===== src/rtl/rob_banked.sv =====
// Banked reorder buffer: one row of BANKS lanes per dispatch group, in-order row commit,
// multi-port writeback, precise exception capture and external flush.
module rob_banked #(
    parameter int ROB_DEPTH = 16,
    parameter int BANKS     = 2,
    parameter int WB_PORTS  = 3,
    parameter int PHYS_W    = 8,
    parameter int ARCH_W    = 5,
    localparam int ROW_W    = $clog2(ROB_DEPTH),
    localparam int BANK_W   = (BANKS > 1) ? $clog2(BANKS) : 1
) (
    input  logic                       clk,
    input  logic                       rst,
    input  logic [BANKS-1:0]           dispatch_valid,
    output logic                       dispatch_ready,
    input  logic [BANKS*PHYS_W-1:0]    dispatch_phys_rd,
    input  logic [BANKS*ARCH_W-1:0]    dispatch_arch_rd,
    output logic [ROW_W-1:0]           dispatch_rob_addr,
    input  logic [WB_PORTS-1:0]        wb_en,
    input  logic [WB_PORTS*ROW_W-1:0]  wb_rob_addr,
    input  logic [WB_PORTS*BANK_W-1:0] wb_bank,
    input  logic [WB_PORTS-1:0]        wb_exception,
    output logic [BANKS-1:0]           commit_en,
    output logic [BANKS*PHYS_W-1:0]    commit_phys_rd,
    output logic [BANKS*ARCH_W-1:0]    commit_arch_rd,
    input  logic                       flush_in,
    output logic                       exc_flush,
    output logic [BANK_W-1:0]          exc_bank,
    output logic                       empty,
    output logic [ROW_W:0]             num_rows
);

    logic [BANKS-1:0]        r_valid [ROB_DEPTH];
    logic [BANKS-1:0]        r_done  [ROB_DEPTH];
    logic [BANKS-1:0]        r_exc   [ROB_DEPTH];
    logic [PHYS_W-1:0]       r_phys  [ROB_DEPTH][BANKS];
    logic [ARCH_W-1:0]       r_arch  [ROB_DEPTH][BANKS];
    logic [ROW_W-1:0]        r_head;
    logic [ROW_W-1:0]        r_tail;
    logic [ROW_W:0]          r_num_rows;
    logic [BANKS-1:0]        r_commit_en;
    logic [BANKS*PHYS_W-1:0] r_commit_phys;
    logic [BANKS*ARCH_W-1:0] r_commit_arch;
    logic                    r_exc_wait;
    logic                    r_exc_flush;
    logic [BANK_W-1:0]       r_exc_k;
    logic [BANK_W-1:0]       r_exc_bank;

    logic [BANKS-1:0]        w_wb_done [ROB_DEPTH];
    logic [BANKS-1:0]        w_wb_exc  [ROB_DEPTH];
    logic                    w_ready;
    logic                    w_flush;
    logic                    w_flush_pending;
    logic                    w_fire;
    logic                    w_exc_hit;
    logic [BANK_W-1:0]       w_exc_k;
    logic                    w_below_ok;
    logic                    w_all_done;
    logic [BANKS-1:0]        w_commit_mask;
    logic                    w_commit;
    logic                    w_commit_norm;

    assign w_ready         = (r_num_rows != (ROW_W+1)'(ROB_DEPTH));
    assign w_flush_pending = r_exc_wait | r_exc_flush;
    assign w_flush         = flush_in | r_exc_flush;
    assign w_fire          = (|dispatch_valid) && w_ready && !w_flush_pending;

    // Merge all writeback ports per entry first so two ports on one entry OR their exc bits.
    always_comb begin
        for (int unsigned r = 0; r < ROB_DEPTH; r++) begin
            w_wb_done[ROW_W'(r)] = '0;
            w_wb_exc[ROW_W'(r)]  = '0;
        end
        for (int unsigned p = 0; p < WB_PORTS; p++) begin
            if (wb_en[p] && (int'(wb_bank[p*BANK_W +: BANK_W]) < BANKS)) begin
                w_wb_done[wb_rob_addr[p*ROW_W +: ROW_W]][wb_bank[p*BANK_W +: BANK_W]] = 1'b1;
                w_wb_exc[wb_rob_addr[p*ROW_W +: ROW_W]][wb_bank[p*BANK_W +: BANK_W]] =
                    w_wb_exc[wb_rob_addr[p*ROW_W +: ROW_W]][wb_bank[p*BANK_W +: BANK_W]] | wb_exception[p];
            end
        end
    end

    // Lanes below the first excepting lane form the committable prefix of the head row.
    always_comb begin
        w_exc_hit     = 1'b0;
        w_exc_k       = '0;
        w_below_ok    = 1'b1;
        w_all_done    = 1'b1;
        w_commit_mask = '0;
        for (int unsigned b = 0; b < BANKS; b++) begin
            if (r_valid[r_head][BANK_W'(b)] && !r_done[r_head][BANK_W'(b)])
                w_all_done = 1'b0;
            if (!w_exc_hit) begin
                if (r_valid[r_head][BANK_W'(b)] && r_done[r_head][BANK_W'(b)] && r_exc[r_head][BANK_W'(b)]) begin
                    w_exc_hit = 1'b1;
                    w_exc_k   = BANK_W'(b);
                end else begin
                    if (r_valid[r_head][BANK_W'(b)] && !r_done[r_head][BANK_W'(b)])
                        w_below_ok = 1'b0;
                    w_commit_mask[BANK_W'(b)] = r_valid[r_head][BANK_W'(b)];
                end
            end
        end
    end

    assign w_commit      = (r_num_rows != '0) && !w_flush_pending && (w_exc_hit ? w_below_ok : w_all_done);
    assign w_commit_norm = w_commit && !w_exc_hit;

    always_ff @(posedge clk) begin
        if (w_fire) begin
            for (int unsigned b = 0; b < BANKS; b++) begin
                r_phys[r_tail][BANK_W'(b)] <= dispatch_phys_rd[b*PHYS_W +: PHYS_W];
                r_arch[r_tail][BANK_W'(b)] <= dispatch_arch_rd[b*ARCH_W +: ARCH_W];
            end
        end
    end

    always_ff @(posedge clk or negedge rst) begin
        if (!rst) begin
            for (int unsigned r = 0; r < ROB_DEPTH; r++) begin
                r_valid[ROW_W'(r)] <= '0;
                r_done[ROW_W'(r)]  <= '0;
                r_exc[ROW_W'(r)]   <= '0;
            end
            r_head        <= '0;
            r_tail        <= '0;
            r_num_rows    <= '0;
            r_commit_en   <= '0;
            r_commit_phys <= '0;
            r_commit_arch <= '0;
            r_exc_wait    <= 1'b0;
            r_exc_flush   <= 1'b0;
            r_exc_k       <= '0;
            r_exc_bank    <= '0;
        end else if (w_flush) begin
            for (int unsigned r = 0; r < ROB_DEPTH; r++) begin
                r_valid[ROW_W'(r)] <= '0;
                r_done[ROW_W'(r)]  <= '0;
                r_exc[ROW_W'(r)]   <= '0;
            end
            r_head      <= '0;
            r_tail      <= '0;
            r_num_rows  <= '0;
            r_commit_en <= '0;
            r_exc_wait  <= 1'b0;
            r_exc_flush <= 1'b0;
        end else begin
            for (int unsigned r = 0; r < ROB_DEPTH; r++) begin
                r_done[ROW_W'(r)] <= r_done[ROW_W'(r)] | (w_wb_done[ROW_W'(r)] & r_valid[ROW_W'(r)]);
                r_exc[ROW_W'(r)]  <= r_exc[ROW_W'(r)]  | (w_wb_exc[ROW_W'(r)]  & r_valid[ROW_W'(r)]);
            end
            r_commit_en <= '0;
            r_exc_wait  <= 1'b0;
            r_exc_flush <= r_exc_wait;
            if (r_exc_wait)
                r_exc_bank <= r_exc_k;
            if (w_commit) begin
                r_commit_en <= w_commit_mask;
                for (int unsigned b = 0; b < BANKS; b++) begin
                    r_commit_phys[b*PHYS_W +: PHYS_W] <= r_phys[r_head][BANK_W'(b)];
                    r_commit_arch[b*ARCH_W +: ARCH_W] <= r_arch[r_head][BANK_W'(b)];
                end
                // A partial (exception) commit leaves the row in place; the flush that follows clears it.
                if (w_exc_hit) begin
                    r_exc_wait <= 1'b1;
                    r_exc_k    <= w_exc_k;
                end else begin
                    r_valid[r_head] <= '0;
                    r_done[r_head]  <= '0;
                    r_exc[r_head]   <= '0;
                    r_head          <= r_head + ROW_W'(1);
                end
            end
            if (w_fire) begin
                r_valid[r_tail] <= dispatch_valid;
                r_done[r_tail]  <= '0;
                r_exc[r_tail]   <= '0;
                r_tail          <= r_tail + ROW_W'(1);
            end
            if (w_fire && !w_commit_norm)
                r_num_rows <= r_num_rows + (ROW_W+1)'(1);
            else if (!w_fire && w_commit_norm)
                r_num_rows <= r_num_rows - (ROW_W+1)'(1);
        end
    end

    assign dispatch_ready    = w_ready;
    assign dispatch_rob_addr = r_tail;
    assign commit_en         = r_commit_en;
    assign commit_phys_rd    = r_commit_phys;
    assign commit_arch_rd    = r_commit_arch;
    assign exc_flush         = r_exc_flush;
    assign exc_bank          = r_exc_bank;
    assign empty             = (r_num_rows == '0);
    assign num_rows          = r_num_rows;

endmodule


===== config.mk =====
export PLATFORM = sky130hd
export DESIGN_NAME = rob_banked
export DESIGN_NICKNAME = d
export VERILOG_FILES = /design/src/rtl/rob_banked.sv
export SDC_FILE = /design/constraint.sdc
export NUM_CORES = 1
export LEC_CHECK = 0
export CAP_MARGIN = 20
export CORE_UTILIZATION = 45
export DETAILED_ROUTE_END_ITERATION = 12
export GPL_TIMING_DRIVEN = 0
export PLACE_DENSITY_LB_ADDON = 0.08
export SETUP_SLACK_MARGIN = 0.02
export SYNTH_ARGS = -nofsm -noshare
export SYNTH_HDL_FRONTEND = slang
export SYNTH_SLANG_ARGS = --single-unit

===== constraint.sdc =====
create_clock -name clk -period 5 [get_ports clk]
set_input_delay 1 -clock clk [delete_from_list [all_inputs] [get_ports clk]]
set_output_delay 1 -clock clk [all_outputs]
set_load 0.1 [all_outputs]

==> metrics.yaml, run 1 <==
logic_synthesis:
  synth-seq-cells: 557
  async_flop_share_pct: 25.31
  synth_cell_types: 85
  synth-compound-area-share_pct: 8.368
  syn_avg_cell_area_um2: 15.38
  synth_ff_type: "edfxtp_1"
  synth-edff-count: 416
  synth_top_family_by_area: "multiplexers"
  syn-cell-area_um2: 24930
  synthXorXnorAreaFrac_pct: 0.6024
  synthAdderAreaFrac_pct: 0.6325
  synthCells: 1621
  syn-num-nets: 1685
  synth_mux_area_share_pct: 15.59
  yosys.area_share.simple_pct: 7.977
  synth-seq-area-share_pct: 64.27
  ys_warn_count: 0
sta:
  period_minus_slack_ns: 4.660
  rsz0062_at_grt: "no"
  setup_viol: 0
  report.final.slew_viol_count: 0
  fmax_ghz: 0.2146
  worst_clock_skew_ns: 0.01581
  relSlewSlack_pct: 16.85
  period_share_pct: 93.20
  hold_viol_final: 0
  worstMarginPinSlew_ns: 1.230
placed_design:
  placed_cells: 2428
  gp_congestion: 0.9452
  hpwl_um: 52670
  numPortBuffers: 87
route:
  drt-pass1-iter-count: 6
  first_iter_violations: 1436
  finalWirelength_um: 76430
  drc: 0
  vias_per_cell: 6.346
  wire_per_inst_um: 30.14
  vias: 16090
  antenna_left: 0
global_routing:
  antenna_found_initial: 1
  busiest_layer: "met2"
  grt_use_met2_pct: 43.75
  grt_start_max_net_pins: 73
  grt_pass1_vias: 16310
  grt_pass1_wl_um: 112000
  grtUsageMet3_pct: 4.552
  grt_use_total_pct: 27.67
  grt_overflow: 0
  use_met1_pct: 39.77
run_status:
  status: "complete, no violations"
cts:
  clock-sinks: 557
  cts_max_path_buffers: 3
  root_buffer: "clkbuf_16"
  clock_latency_ns: 0.61
  cts_buffers: 57
  cts_tree: "done"
  cts_setup_buffers: 0
  h-tree-depth: 2
  ctsResizeCount: 0
  cts_hold_buf: 0
  path_clk_slew_ns: 0.06
floorplanning:
  io-pin-count: 93
  die_x_um: 237.4
  initial_core_util_pct: 45.95
  num_rows: 85
  core_area_um2: 54240
  die-area_um2: 56340
  die_h_um: 237.4
worst_setup_path:
  cp_slowest_cell: "dfrtp_1"
  path_buf_inv: 4
  crit_path_start_kind: "register"
  max_stage_delay_ns: 0.51
  worstPathArrival_ns: 5.14
  cp_top_family: "compound AO/OA/AOI/OAI gates"
  crit_chain: "buf_2, mux4_2, a22oi_1, o221ai_2, a2111oi_2, and3b_1, buf_6, buf_4, nand2b_1, ha_1, nor2b_1, o21ai_0, inv_1, or3_1, mux2i_1, xnor2_1, nor2_1"
  critPathMaxFanout: 10
  crit_required_ns: 5.48
  setup.worst_path.end_class: "register"
  critPathKind: "reg -> reg"
final_layout:
  layout.cells.non_filler: 2536
  fin_nets: 1857
  drive_gt1_share_pct: 20.05
  syn2layout_area_growth_pct: 16.04
  num-fill-cells: 4448
  antenna_cells: 0
worst_hold_path:
  hold_path_class: "in -> async"
pwr:
  p_leak_uw: 0.009621
  power_uw: 14050
  power-per-cell-area_nw_per_um2: 485.6
  ir_worst_vdd_mv: 0.4193
run:
  drv_cap: 0
-- cells in the mapped netlist (all sizes together), types with 17 or more instances --
| cell | n | area (µm²) |
|---|---|---|
| buf | 37 | 186.4 |
| nand3 | 57 | 300.3 |
| o2111ai | 17 | 148.9 |
| nor2 | 108 | 405.4 |
| nor2b | 20 | 125.1 |
| nand2 | 106 | 417.9 |
| o22ai | 24 | 150.1 |
| o211ai | 24 | 210.2 |
| clkbuf | 59 | 221.5 |
| mux2 | 28 | 315.3 |
| dfrtp | 141 | 3528 |
| o21ai | 41 | 216.5 |
| inv | 61 | 229.0 |
| mux4 | 155 | 3491 |
| edfxtp | 416 | 12490 |
| a21oi | 78 | 390.4 |
| a31oi | 17 | 106.4 |
-- kinds of logic (layout without fill, tap and decap cells) --
logic type,after synthesis,count (layout)
simple gates,395,395
mux,191,191
flops,557,557
compound gates,294,294
fa+ha+maj,12,12
xor+xnor,15,15
buf+inv,157,376
-- final timing paths --
kind | endpoint | slack [ns] | from | cells past startpoint
max | num_rows[4]$_DFFE_PN0P_ | 0.34 | r_head[1]$_DFFE_PN0P_ | 17
min | r_done[28]$_DFF_PN0_ | 0.35 | rst | 1
max reg2reg | num_rows[4]$_DFFE_PN0P_ | 0.34 | r_head[1]$_DFFE_PN0P_ | 17
min reg2reg | r_done[26]$_DFF_PN0_ | 0.49 | r_done[26]$_DFF_PN0_ | 2
max in group asynchronous | r_head[0]$_DFFE_PN0P_ | 3.80 | rst | 2
min in group clk | r_done[26]$_DFF_PN0_ | 0.49 | r_done[26]$_DFF_PN0_ | 2
-- per-stage QoR --
stage / utilization [%] / hold WS, ns / instance area [µm²] / TNS [ns] / setup slack [ns]
after floorplan: - / 0.4573 / 24930 / 0 / 0.3573
after global routing: 53.32 / 0.3992 / 28920 / 0 / 0.08891
after detailed placement: 49.96 / 0.4808 / 27100 / 0 / 0.03283
final: 53.32 / 0.3512 / 28920 / 0 / 0.3402
after CTS: 53.26 / 0.3902 / 28890 / 0 / 0.04693
after global placement: 49.17 / 0.4764 / 26670 / -924.38 / -3.749
-- power by group --
group,switching [µW],internal (µW)
combinational,2800,1640
clock,1770,2360
sequential,161,5320
-- routing by layer --
| layer | share of wire, % | vias up |
|---|---|---|
| li1 | - | 6812 |
| met1 | 44 | 8532 |
| met2 | 47 | 617 |
| met3 | 6.6 | 130 |
| met4 | 2.5 | 2 |
| met5 | 0.016 | - |
-- flip-flops by register name (all words and copies together) (netlist names) --
signal,cells
r_head,4
commit_phys_rd,16
r_exc_k,1
r_arch,160
r_phys,256
num_rows,5
commit_en,2
dispatch_rob_addr,4
r_exc_wait,1
commit_arch_rd,10
r_done,32
r_exc,32
r_valid,32
exc_flush,1
exc_bank,1
-- worst register-to-register path, stage by stage, from the launching register on --
cell       delay (ns)
dfrtp_1          0.51
buf_2            0.41
mux4_2           0.36
a22oi_1          0.33
o221ai_2         0.25
a2111oi_2        0.45
and3b_1          0.25
buf_6            0.18
buf_4            0.25
nand2b_1         0.23
ha_1             0.29
nor2b_1          0.17
o21ai_0          0.14
inv_1            0.06
or3_1            0.30
mux2i_1          0.17
xnor2_1          0.14
nor2_1           0.05
-- final cells by class --
cell class | count | area (µm²) | area share [%]
Clock buffer | 92 | 1649 | 5.702
Inverter | 61 | 229.0 | 0.7917
Timing Repair Buffer | 113 | 1267 | 4.382
Clock inverter | 14 | 140.1 | 0.4845
Multi-Input combinational cell | 907 | 8330 | 28.80
Sequential cell | 557 | 16020 | 55.39
Tap cell | 696 | 870.8 | 3.011
Buffer | 96 | 414.1 | 1.432
-- placed cells by master, fill, tap and decap left out, types with 7 or more instances in the layout --
cell	netlist	routed
edfxtp_1	416	416
mux4_2	155	155
dfrtp_1	141	140
nor2_1	108	104
nand2_1	102	102
clkdlybuf4s50_1	0	86
clkbuf_1	59	85
a21oi_1	78	78
clkbuf_16	0	58
nand3_1	54	54
inv_1	61	50
o21ai_0	37	37
mux2_2	28	28
o22ai_1	24	24
buf_2	23	21
nor2b_1	20	19
o211ai_1	18	18
o2111ai_1	17	17
a31oi_1	17	17
nor3_1	16	15
nand4_1	15	15
buf_1	11	12
nand2b_1	11	11
inv_2	0	11
ha_1	11	11
o311ai_0	10	10
and2_1	9	9
xor2_1	9	9
buf_12	0	9
or3_1	8	8
mux2i_1	8	8
o31ai_1	8	8
clkinv_2	0	8
buf_8	0	8
a211oi_1	7	7
clkbuf_8	0	7
Power figures use the tool's default switching activity.
==> inputs of run 2 (changes only) <==
--- a/config.mk
+++ b/config.mk
@@ -8,7 +8,6 @@
 export CAP_MARGIN = 20
 export CORE_UTILIZATION = 45
 export DETAILED_ROUTE_END_ITERATION = 12
-export GPL_TIMING_DRIVEN = 0
 export PLACE_DENSITY_LB_ADDON = 0.08
 export SETUP_SLACK_MARGIN = 0.02
 export SYNTH_ARGS = -nofsm -noshare
==> run 2 against run 1 <==
  * Routed wire length is 0.82% lower
  * Die area stayed put
  * Final area is 0.50% higher
  * Setup slack better by 0.36 ns
  * Flip-flop and latch count stayed put
  * Largest cell class unchanged
  * Highest routed layer is now met4
==> metrics.yaml, run 2 (synthesized netlist as in run 1, its figures left out) <==
worst_setup_path:
  rr_worst_depth: 14
  crit_end: "num_rows[4]$_DFFE_PN0P_"
  cp_slowest_cell: "dfrtp_4"
  setup.worst_path.end_class: "register"
  crit_chain: "mux4_2, a22o_1, a221oi_1, a2111oi_2, and3b_1, nand2b_1, ha_1, nor2b_1, o21ai_0, inv_1, or3_1, mux2i_1, xnor2_1, nor2_1"
  crit_start: "r_head[1]$_DFFE_PN0P_"
  crit_path_start_kind: "register"
  worstPathArrival_ns: 4.78
  rr_endpoint: "num_rows[4]$_DFFE_PN0P_"
  crit_required_ns: 5.48
  max_stage_delay_ns: 0.98
  critPathKind: "reg -> reg"
  regToRegStartpoint: "r_head[1]$_DFFE_PN0P_"
  critPathMaxFanout: 48
  ff2ff_setup_slack_ns: 0.70
floorplanning:
  core_area_um2: 54240
  die_x_um: 237.4
  die_h_um: 237.4
  io-pin-count: 93
  initial_core_util_pct: 45.95
  num_rows: 85
  die-area_um2: 56340
placed_design:
  preCtsSetupSlack_ns: 0.4301
  gp_congestion: 0.9320
  numPortBuffers: 92
  hpwl_um: 49990
route:
  drt-pass1-iter-count: 5
  vias_per_cell: 6.317
  finalWirelength_um: 75810
  drc: 0
  wire_per_inst_um: 30.07
  first_iter_violations: 1608
  antenna_left: 0
  vias: 15930
final_layout:
  syn2layout_area_growth_pct: 16.62
  drive_gt1_share_pct: 22.85
  fin_nets: 1841
  top_register: "r_phys"
  num-fill-cells: 4482
  final_cell_mix: "416 x edfxtp_1, 155 x mux4_2, 137 x dfrtp_1"
  top_regs: "r_phys (256), r_arch (160)"
  regArea_um2: 16030
  final_common_cell: "edfxtp_1"
  antenna_cells: 0
  largest_reg_flops: 256
  multi_input_area_um2: 8327
cts:
  cts_buffers: 58
  clock_latency_ns: 0.63
  ctsResizeCount: 0
  cts_tree: "done"
  cts_hold_buf: 0
  cts_max_path_buffers: 3
  root_buffer: "clkbuf_16"
  cts_setup_buffers: 0
  h-tree-depth: 2
  path_clk_slew_ns: 0.07
  clock-sinks: 557
sta:
  relSlewSlack_pct: 31.56
  rsz0062_at_grt: "no"
  worst_clock_skew_ns: 0.02646
  report.final.slew_viol_count: 0
  worstMarginPinSlew_ns: 1.027
  worst_slack_ns: 0.7006
  hold_viol_final: 0
  setup_viol: 0
  fmax_ghz: 0.2326
  period_share_pct: 85.99
  period_minus_slack_ns: 4.299
  setup_tns_ns: 0
run_status:
  status: "complete, no violations"
global_routing:
  grt_start_max_net_pins: 93
  antenna_found_initial: 0
  grt_use_total_pct: 27.33
  grt_pass1_vias: 15980
  grt_pass1_wl_um: 111200
  grt_overflow: 0
pwr:
  ir_worst_vdd_mv: 0.4003
  power-per-cell-area_nw_per_um2: 481.7
  p_leak_uw: 0.009773
worst_hold_path:
  hold_path_class: "in -> async"
run:
  drv_cap: 0
[run 2: area by class of cell]
cell class / count / area share, %
clock buffers: 88 / 5.768
clock inverters: 20 / 0.7748
inverters: 61 / 0.7877
multi-input cells: 907 / 28.65
flip-flops and latches: 557 / 55.15
well taps: 696 / 2.996
repair buffers: 192 / 5.876
[run 2: critical path, delay by kind of cell (launching register included)]
kind                       cells  cell delay, ns
muxes                          2            0.64
buffers and inverters          1            0.06
xor gates and xnor gates       1            0.15
and+or+nand+nor                5            0.94
DFF                            1            0.98
adders and majority gates      1            0.34
AOI/OAI and AO/OA              4            1.00
[run 2: power by group]
| group | internal [µW] | leakage [µW] | switching [µW] |
|---|---|---|---|
| clock network | 2520 | 0.000934 | 1810 |
| registers | 5320 | 0.00566 | 279 |
| logic | 1580 | 0.00318 | 2490 |
[run 2: how the worst min path moves through the flow]
stage | cells past startpoint | slack, ns | end
6_report | 1 | 0.45 | r_done[12]$_DFF_PN0_
2_1_floorplan | 2 | 0.46 | r_done[10]$_DFF_PN0_
3_5_place_dp | 2 | 0.48 | r_done[3]$_DFF_PN0_
5_1_grt | 2 | 0.51 | r_done[9]$_DFF_PN0_
3_3_place_gp | 2 | 0.48 | r_done[23]$_DFF_PN0_
4_1_cts | 2 | 0.50 | r_done[27]$_DFF_PN0_
[run 2: per-stage QoR]
stage	utilization (%)	cell area [µm²]	instances	hold slack, ns	total power (µW)
global route	53.59	29070	2521	0.5108	14500
global placement	50.07	27160	2412	0.4803	9774
CTS	53.58	29060	2520	0.4953	14110
floorplan	-	24930	1621	0.4573	8642
finish	53.59	29070	2521	0.4452	14000
detailed placement	50.07	27160	2412	0.4823	9801
[run 2: per-layer routing]
metal,wire (µm),vias up,global-route usage [%],part of all wire (%)
li1,-,6778,-,-
met1,33510,8473,39.63,44
met2,36100,581,43.51,48
met3,4730,94,4.343,6.2
met4,1466,0,6.510,1.9
met5,0,-,0,0
==> variant 1, RTL diff (config.mk and constraints of run 1) <==
Set the parameter `WB_PORTS` to 5 (it was 3).
--- a/src/rtl/rob_banked.sv
+++ b/src/rtl/rob_banked.sv
@@ -4,5 +4,5 @@
     parameter int ROB_DEPTH = 16,
     parameter int BANKS     = 2,
-    parameter int WB_PORTS  = 3,
+    parameter int WB_PORTS  = 5,
     parameter int PHYS_W    = 8,
     parameter int ARCH_W    = 5,
Ports: changed (resized wb_bank, wb_en, wb_exception and wb_rob_addr); port bits go from 93 to 107. No check against the original RTL was run, so the function may have changed too.
==> variant 1 against run 1 <==
  * Sequential cell count did not move
  * Power rose by 2.6%
  * First-iteration DRC count rose by 41%
  * Cell area rose by 13%
  * Wire length rose by 29%
  * Area after synthesis rose by 9.7%
  * Worst setup slack got worse by 0.32 ns
  * Sequential power barely moved
  * Largest cell class unchanged
==> variant 1: results (changes against run 1) <==
Post-Place Setup Slack: -2.110 ns (-2.143 ns)
total detailed-routing wirelength: 98.39 mm (+29%)
Post-Synth Adder-Cell Area: 0.5763% (-0.056 points)
Worst-Skew Late Latency: 0.64 ns (+0.03 ns)
Vias/cell: 6.564 (+3.4%)
Worst R2R Path Depth: 12 (-5)
xor/xnor share of the synthesized area: 0.7044% (+0.10 points)
Worst Clk Skew: 0.05964 ns (+0.04384 ns)
top cells by count, synth: edfxtp_1, nor2_1, mux4_2
post-CTS setup buffer count: 27 (+27)
Max Fclk: 0.2009 GHz (-6.4%)
GRT Util Overall: 31.84% (+4.2 points)
top cells by area, synth: edfxtp_1, mux4_2, dfrtp_1
outcome: complete, no violations
placed cell areas: 0.02961 mm2 (+9.3%)
measured slew at the worst slew-check pin: 1.075 ns (-0.1545 ns)
reg2reg setup slack: 0.13 ns (-0.21 ns)
largest net degree at the start of global routing: 86 (+18%)
CP arrival: 5.48 ns (+0.34 ns)
Placed Cells: 2,964 (+22%)
Non-CTS buffers: 261 (+25%)
cts bufs inserted: 58 (+1.8%)
Routed wire per std cell: 31.62 um (+4.9%)
Final #Nets: 2,357 (+27%)
Logic power comb: 0.00470 W (+5.9%)
vias in the first global route: 20,440 (+25%)
clkbuf count: 74 (-20%)
layout inverter count without the clock tree: 37 (-39%)
clock network area share: 5.794% (-0.39 points)
-- variant 1: cell count changes in the layout (fill, tap and decap cells not counted), moves of 12 or more --
cell | run 1 | this run
a211oi_1 | 7 | 30
and3_1 | 2 | 18
buf_4 | 5 | 47
clkbuf_1 | 85 | 62
inv_1 | 50 | 24
nand2_1 | 102 | 155
nor2_1 | 104 | 205
nor2_2 | 0 | 15
nor2b_1 | 19 | 35
nor3_1 | 15 | 44
o2111ai_1 | 17 | 5
o21ai_0 | 37 | 85
o22ai_1 | 24 | 12
-- variant 1: per-layer routing --
metal	up-vias	share of wire, %	track usage, %	routed length, um
met1	10720	41	43.22	40420
li1	8575	-	-	-
met2	937	49	53.17	48080
met5	-	0	0	0
met3	192	6.2	3.706	6111
met4	0	3.8	11.45	3779
-- variant 1: how the worst min path moves through the flow --
stage	from	end	slack, ns	depth (start not counted)
finish	rst	commit_phys_rd[9]$_DFFE_PN0P_	0.31	1
global route	rst	commit_phys_rd[9]$_DFFE_PN0P_	0.32	1
CTS	rst	commit_phys_rd[9]$_DFFE_PN0P_	0.30	1
detailed placement	r_exc[11]$_DFF_PN0_	r_exc[11]$_DFF_PN0_	0.48	2
global placement	r_exc[21]$_DFF_PN0_	r_exc[21]$_DFF_PN0_	0.46	2
floorplan	r_exc[11]$_DFF_PN0_	r_exc[11]$_DFF_PN0_	0.44	2
-- variant 1: worst max-delay path, stage by stage --
cell and delay [ns]:
clkdlybuf4s50_1 0.54, buf_4 0.24, nand4_1 0.11, buf_4 0.18, nor2_2 0.25, nor3_1 0.10
o31ai_2 0.35, o2111ai_2 0.27, a311o_2 0.52, buf_4 0.17, o21ai_1 0.27, nor4_1 0.13
a211oi_2 0.27, o31ai_1 0.12, nor3_2 0.27, o21ai_4 0.13, buf_6 0.20, a211oi_2 0.28
nor2_1 0.08
==> variant 2, RTL diff (settings of run 1) <==
Made on the original files. Make the reset (`rst`) synchronous in one clocked block.
--- a/src/rtl/rob_banked.sv
+++ b/src/rtl/rob_banked.sv
@@ -116,5 +116,5 @@
     end
 
-    always_ff @(posedge clk or negedge rst) begin
+    always_ff @(posedge clk) begin
         if (!rst) begin
             for (int unsigned r = 0; r < ROB_DEPTH; r++) begin
Behaviour: differs if rst is asserted again (counterexample within 4 cycles, from zero or initial values and one cycle with rst low); with rst held inactive, the same outputs for 4 cycles.
==> variant 2 against run 1 <==
  * Wire length is 1.1% higher
  * Cell area shrank 1.0%
  * Critical endpoint is now r_exc[5][0]$_SDFFE_PP0P_
  * Power fell by 14%
  * Non-clock buffer count rose by 11
  * Highest routed layer is now met4
  * Worst setup slack got worse by 0.095 ns
  * Critical path type is now primary input to register
  * Critical path depth is 6 lower
  * Sequential cell count rose by 4
  * Area after synthesis fell by 1.7%
  * Worst hold slack improved by 0.094 ns
==> variant 2: results (changes against run 1) <==
Post-synth ARST share: 0% (-25 points)
Synth Area in Compound Gates: 7.653% (-0.72 points)
Reg power frac: 44.1% (+5.1 points)
fill count: 4,404 (-0.99%)
Largest stage delay, worst path: 0.82 ns (+0.31 ns)
mux share of post-synthesis cell area: 15.65% (+0.057 points)
CP arrival: 5.26 ns (+0.12 ns)
count of input and output buffers: 84 (-3.4%)
cts bufs inserted: 58 (+1.8%)
M2 GR Usage: 45.06% (+1.3 points)
metal3 WL: 5.622 mm (+11%)
CP max-delay cell: clkdlybuf4s50_1
Post-Syn Nets: 1,688 (+0.18%)
Post-Synth Adder-Cell Area: 0.6948% (+0.062 points)
WHS: 0.4455 ns (+0.09430 ns)
Placed Cells: 2,437 (+0.37%)
combinational power share: 22.4% (-9.2 points)
final worst setup slack: 0.2449 ns (-0.09530 ns)
crit path to: r_exc[5][0]$_SDFFE_PP0P_
Avg Cell Area, Syn: 15.09 um2 (-1.9%)
initial antenna violation count: 0 (-1)
outcome: complete, no violations
GRT Util Overall: 28.36% (+0.70 points)
register area share after synthesis: 64.17% (-0.11 points)
estimated wirelength of the detail-placed design: 54.24 mm (+3.0%)
DRT Pass-1 Iters: 7 (+1)
synth unique cells: 82 (-3.5%)
internal power: 0.008446 W (-9.3%)
DRT iter0 DRCs: 1,387 (-3.4%)
Vias/cell: 6.205 (-2.2%)
vias in the first global route: 15,980 (-2.0%)
Logic power comb: 0.00270 W (-39%)
top cells by count, synth: edfxtp_1, mux4_2, nor2_1
xor/xnor share of the synthesized area: 0.6079% (+0.0056 points)
met1 Use GR: 39.71% (-0.056 points)
Worst Clk Skew: 0.02980 ns (+0.01400 ns)
Critical R2R Capture: num_rows[4]$_SDFFE_PN0P_
layout cells sized above 1: 18.25% (-1.8 points)
CP delay by family, top: buffers and inverters
Post-synth EDFFs: 448 (+7.7%)
reg2reg setup slack: 0.37 ns (+0.03 ns)
Worst VDD drop: 0.3133 mV (-25%)
leakage power: 9.073 nW (-5.7%)
variant 2: changes by cell type in the layout (fill, tap and decap cells not counted), sizes merged, moves of 30 or more:
| cell | change |
|---|---|
| nor2b | +30 |
| inv | -31 |
| nor2 | +35 |
| dfxtp | +113 |
| edfxtp | +32 |
| dfrtp | -141 |
variant 2: area by class of cell:
class	count	area, um2	area share (%)
Sequential cell	561	15720	54.90
Multi-Input combinational cell	936	8388	29.30
Clock buffer	84	1579	5.516
Timing Repair Buffer	123	1396	4.878
Tap cell	696	870.8	3.042
Buffer	97	389.1	1.359
Clock inverter	22	180.2	0.6294
Inverter	29	108.9	0.3802
variant 2: what timing repair did:
action / CTS / global route
endpoints found under the setup margin: 0 / 17
gates resized for setup: 0 / 1
endpoints found under the hold margin: 0 / 0
variant 2: kinds of logic (layout without fill, tap and decap cells):
group / Yosys count / in the layout
flops: 561 / 561
simple gates: 454 / 454
compound gates: 262 / 262
mux: 190 / 190
buf+inv: 126 / 355
xor+xnor: 17 / 17
fa+ha+maj: 13 / 13
